`src/rtl/ysyx_25020047_pkg.sv`:
```
// ysyx_25020047_pkg: one-hot instruction classes shared by LSU/WBU and the LSU state encoding
package ysyx_25020047_pkg;
  localparam logic [31:0] INST_ADDI = 32'h0000_0001;
  localparam logic [31:0] INST_LW   = 32'h0000_0020;
  localparam logic [31:0] INST_LBU  = 32'h0000_0040;
  localparam logic [31:0] INST_SW   = 32'h0000_0080;
  localparam logic [31:0] INST_SB   = 32'h0000_0100;
  localparam logic [31:0] INST_AND  = 32'h0010_0000;
  typedef enum logic [1:0] {S_IDLE, S_REQ, S_WAIT, S_RESP} lsu_state_t;
endpackage

```
`src/rtl/ysyx_25020047_lsu_align.sv`:
```
// ysyx_25020047_lsu_align: byte-lane steering for stores and load extraction
module ysyx_25020047_lsu_align
  import ysyx_25020047_pkg::*;
(
  input  logic [31:0] inst_type,
  input  logic [1:0]  addr,
  input  logic [31:0] store_data,
  input  logic [31:0] mem_rdata,
  output logic [3:0]  wmask,
  output logic [31:0] wdata,
  output logic [31:0] load_data,
  output logic        misaligned
);
  logic [7:0] rbyte;
  always_comb begin
    rbyte      = 8'(mem_rdata >> {addr, 3'b000});
    load_data  = inst_type == INST_LW ? mem_rdata : inst_type == INST_LBU ? {24'b0, rbyte} : '0;
    wmask      = inst_type == INST_SW ? 4'hF : inst_type == INST_SB ? 4'b0001 << addr : 4'h0;
    wdata      = inst_type == INST_SW ? store_data : inst_type == INST_SB ? {4{store_data[7:0]}} : '0;
    misaligned = inst_type == INST_LW && addr != 2'b00;
  end
endmodule

```
`src/rtl/ysyx_25020047_lsu.sv`:
```
// ysyx_25020047_lsu: multi-cycle load/store unit with valid/ready handshakes on all sides
module ysyx_25020047_lsu
  import ysyx_25020047_pkg::*;
#(
  parameter int TIMEOUT = 255
) (
  input  logic        clk,
  input  logic        rst,
  input  logic        in_valid,
  output logic        in_ready,
  input  logic [31:0] inst_type,
  input  logic [31:0] result,
  input  logic [31:0] store_data,
  output logic        mem_valid,
  input  logic        mem_ready,
  output logic        mem_wen,
  output logic [31:0] mem_addr,
  output logic [31:0] mem_wdata,
  output logic [3:0]  mem_wmask,
  input  logic        mem_rvalid,
  input  logic [31:0] mem_rdata,
  output logic        out_valid,
  input  logic        out_ready,
  output logic [31:0] memdata,
  output logic        err
);
  localparam int CW = $clog2(TIMEOUT + 1);
  lsu_state_t state;
  logic [31:0] inst_q;
  logic [1:0]  off_q;
  logic [CW-1:0] cnt;
  logic        idle;
  logic        is_mem;
  logic [31:0] a_inst;
  logic [1:0]  a_off;
  logic [3:0]  wmask;
  logic [31:0] wdata;
  logic [31:0] load_data;
  logic        misaligned;
  assign idle      = state == S_IDLE;
  assign in_ready  = idle;
  assign mem_valid = state == S_REQ;
  assign out_valid = state == S_RESP;
  assign is_mem    = inst_type inside {INST_LW, INST_LBU, INST_SW, INST_SB};
  // Live inputs steer the aligner only in IDLE; store lanes are registered there so outputs never see inputs
  assign a_inst    = idle ? inst_type : inst_q;
  assign a_off     = idle ? result[1:0] : off_q;
  ysyx_25020047_lsu_align u_align (
    .inst_type (a_inst),
    .addr      (a_off),
    .store_data(store_data),
    .mem_rdata (mem_rdata),
    .wmask     (wmask),
    .wdata     (wdata),
    .load_data (load_data),
    .misaligned(misaligned)
  );
  always_ff @(posedge clk or posedge rst) begin
    if (rst) begin
      state     <= S_IDLE;
      inst_q    <= '0;
      off_q     <= '0;
      cnt       <= '0;
      mem_wen   <= 1'b0;
      mem_addr  <= '0;
      mem_wdata <= '0;
      mem_wmask <= '0;
      memdata   <= '0;
      err       <= 1'b0;
    end else begin
      case (state)
        S_IDLE: if (in_valid) begin
          inst_q    <= inst_type;
          off_q     <= result[1:0];
          mem_addr  <= {result[31:2], 2'b00};
          mem_wdata <= wdata;
          mem_wmask <= wmask;
          mem_wen   <= inst_type == INST_SW || inst_type == INST_SB;
          memdata   <= '0;
          err       <= misaligned;
          state     <= is_mem && !misaligned ? S_REQ : S_RESP;
        end
        S_REQ: if (mem_ready) begin
          cnt <= '0;
          if (mem_rvalid) memdata <= load_data;
          state <= mem_rvalid ? S_RESP : S_WAIT;
        end
        S_WAIT: if (mem_rvalid) begin
          memdata <= load_data;
          state   <= S_RESP;
        end else if (cnt == CW'(TIMEOUT)) begin
          memdata <= '0;
          err     <= 1'b1;
          state   <= S_RESP;
        end else begin
          cnt <= cnt + 1'b1;
        end
        S_RESP: if (out_ready) state <= S_IDLE;
        default: state <= S_IDLE;
      endcase
    end
  end
endmodule

```
`config.mk`:
```
export PLATFORM = sky130hd
export DESIGN_NAME = ysyx_25020047_lsu
export DESIGN_NICKNAME = d
export VERILOG_FILES = /design/src/rtl/ysyx_25020047_pkg.sv /design/src/rtl/ysyx_25020047_lsu_align.sv /design/src/rtl/ysyx_25020047_lsu.sv
export SDC_FILE = /design/constraint.sdc
export NUM_CORES = 1
export LEC_CHECK = 0
export ABC_AREA = 1
export CORE_MARGIN = 2
export CORE_UTILIZATION = 36
export CTS_BUF_LIST = sky130_fd_sc_hd__clkbuf_8
export DETAILED_ROUTE_END_ITERATION = 10
export GPL_ROUTABILITY_DRIVEN = 0
export GPL_TIMING_DRIVEN = 1
export HOLD_SLACK_MARGIN = 0.15
export PLACE_DENSITY = 0.68
export SETUP_SLACK_MARGIN = 0.2
export SYNTH_ARGS = -nofsm -noshare
export SYNTH_HDL_FRONTEND = slang
export SYNTH_SLANG_ARGS = --single-unit
```
`constraint.sdc`:
```
create_clock -name clk -period 4.9 [get_ports clk]
set_clock_uncertainty 0.15 [all_clocks]
set_input_delay 0.98 -clock clk [delete_from_list [all_inputs] [get_ports clk]]
set_output_delay 0.98 -clock clk [all_outputs]
set_load 0.1 [all_outputs]
```
==> reports/metrics.cfg <==
[global_route]
grt_max_degree=115
gr-usage-all-layers=0.207
grt_overflow=0
antenna_found_initial=0
grt_pass1_wl_um=33400
grt_pass1_vias=6611

[flow_run]
drv_cap=0

[final_layout]
syn_to_final_growth_pct=42.5
drive_gt1_frac=0.0497
fin_util=0.518
instances_no_fill=1452
nNetsFinal=1313
antennaDiodeCount=0
multi_input_area_um2=3000
fillers=1887
final-seq-area_um2=3600
final_area_um2=10000

[timing]
timing.final.ws_setup_ns=1.45
slew_headroom=0.233
fin_crit_ns=3.45
hold_slack_ns=0.330
slew_viol_final=0
setup_tns_ns=0
max_freq_ghz=0.290
timing.final.crit_share=0.705
setup_viol=0
hold_violations=0
tightest_slew_ns=1.15
rsz0062_at_grt=false

[critical_path]
timing.rr.end=mem_wdata[3]
crit_path_end=mem_valid
crit_start=state[1]
worstPathRequired_ns=3.77
r2r_slack_ns=1.77
worstSetupPathType=reg -> out
start_kind=flip-flop
crit_path_end_kind=primary output
crit_arrival_ns=2.32
reg2reg_from=state[0]
worstPathMaxFanout=5
r2r_cells=13

[power]
power.leakage_nw=5.10
power_mw=5.16
vdd_ir_drop_max_mv=0.496
power_density_nw_per_um2=515

[clocking]
post_cts_buffers=0
cts_root_buf=clkbuf_8
path_clk_slew_ns=0.08
clock_sinks=144
postCtsHoldBufs=0
clockBufferDepth=2
cts_buffers=17
h-tree-depth=4
cts_resized=0
cts_tree=yes
worstSkewPairLatency_ns=0.45

[hold_path]
worstHoldPathType=reg -> reg
holdPathStages=2

[die]
fp-row-count=51
core_region_area_um2=19300
die_area_um2=20700
die_w_um=144
io_pins=239
die_y_um=144
start_util=0.364

[placement]
place_inst=1420
port-buffer-count=236
pre_cts_ws_ns=1.44
dp_hpwl_um=15100
dpl_cell_area_um2=9620

[route]
ant_nets=0
drtPass1Iterations=8
routed_via_density=4.70
drtIter0Drc=415
wl_per_cell_um=14.4
num_vias=6820
routed_wl_um=20900
route.detailed.drc=0

[synth]
ys_seq_area_frac=0.512
postSynthAreaPerCell_um2=7.39
synthCells=951
ys_types=30
netlist_area_um2=7030
yosys_warnings=0
ys_seq_elements=144

[run_status]
status=finished clean

==> placed cells by master (no fill, tap or decap), types with 3 or more instances in the layout <==
master,synthesis,layout
nand2_1,449,448
clkdlybuf4s50_1,0,235
dfrtp_1,144,144
nand3_1,103,103
inv_1,61,61
nor2_1,60,60
o21ai_0,26,26
clkbuf_8,0,18
nand4_1,13,13
o21ai_1,11,11
buf_4,3,9
a21oi_1,5,5
ha_1,5,5
inv_6,0,5
nand2_2,4,4
nor3_1,4,4
clkinvlp_4,0,4
inv_2,3,3
nor2_2,3,3
or2_2,3,3
xor2_1,3,3
o31ai_1,3,3
==> synthesized netlist by cell type, drive strengths merged <==
| cell type | number | area, um^2 |
|---|---|---|
| nand3b | 1 | 7.51 |
| ha | 5 | 62.6 |
| a21oi | 5 | 25.0 |
| buf | 23 | 130 |
| nand2 | 453 | 1710 |
| a22oi | 1 | 7.51 |
| nand3 | 104 | 526 |
| dfrtp | 144 | 3600 |
| o31ai | 3 | 22.5 |
| or2 | 4 | 25.0 |
| clkbuf | 19 | 71.3 |
| nand4 | 13 | 81.3 |
| nor3 | 4 | 20.0 |
| o21ai | 37 | 185 |
| nor2 | 65 | 267 |
| o2111ai | 1 | 8.76 |
| xor2 | 3 | 26.3 |
| inv | 64 | 240 |
| xnor2 | 1 | 8.76 |
| conb | 1 | 3.75 |
==> worst min path at each step <==
stage / startpoint / to / slack, ns
after floorplan: inst_q[17] / inst_q[17] / 0.29
after global placement: inst_q[17] / inst_q[17] / 0.31
after detailed placement: inst_q[16] / inst_q[16] / 0.31
after CTS: mem_wdata[20] / mem_wdata[20] / 0.33
after global routing: inst_q[16] / inst_q[16] / 0.35
final: mem_wdata[20] / mem_wdata[20] / 0.33
==> metal layers <==
layer	up-vias	global-route usage	part of all wire
li1	3408	-	-
met1	3125	0.268	0.44
met2	256	0.324	0.45
met3	31	0.0693	0.091
met4	0	0.0764	0.022
met5	-	0	0
==> critical path, stage by stage, from the launching register on <==
cell	delay, ns
dfrtp_1	0.43
inv_1	0.11
ha_1	0.20
clkdlybuf4s50_1	1.14
==> where the power goes <==
part           internal (mW)  switching, mW
sequential              1.45          0.147
clock                  0.472          0.490
combinational          0.657           1.94
total                   2.58           2.58
==> kinds of logic after synthesis <==
| logic type | after synthesis | share of synthesized area |
|---|---|---|
| xor+xnor | 4 | 0.00498 |
| compound gates | 47 | 0.0354 |
| simple gates | 644 | 0.375 |
| buf+inv | 106 | 0.0628 |
| other cells | 1 | 0.000533 |
| fa+ha+maj | 5 | 0.00890 |
| flops | 144 | 0.512 |
==> registers in the layout (all words and copies together) (netlist names) <==
| register | flops |
|---|---|
| mem_wdata | 32 |
| off_q | 2 |
| cnt | 8 |
| mem_wmask | 4 |
| inst_q | 32 |
| memdata | 32 |
| mem_wen | 1 |
| mem_addr | 30 |
| err | 1 |
| state | 2 |
==> area by class of cell <==
class	instances	share of cell area
clock buffers	18	0.0247
clock inverters	14	0.0152
inverters	64	0.0244
multi-input cells	702	0.299
flip-flops and latches	144	0.360
well taps	265	0.0331
repair buffers	245	0.244
(Power assumes the default switching activity.)
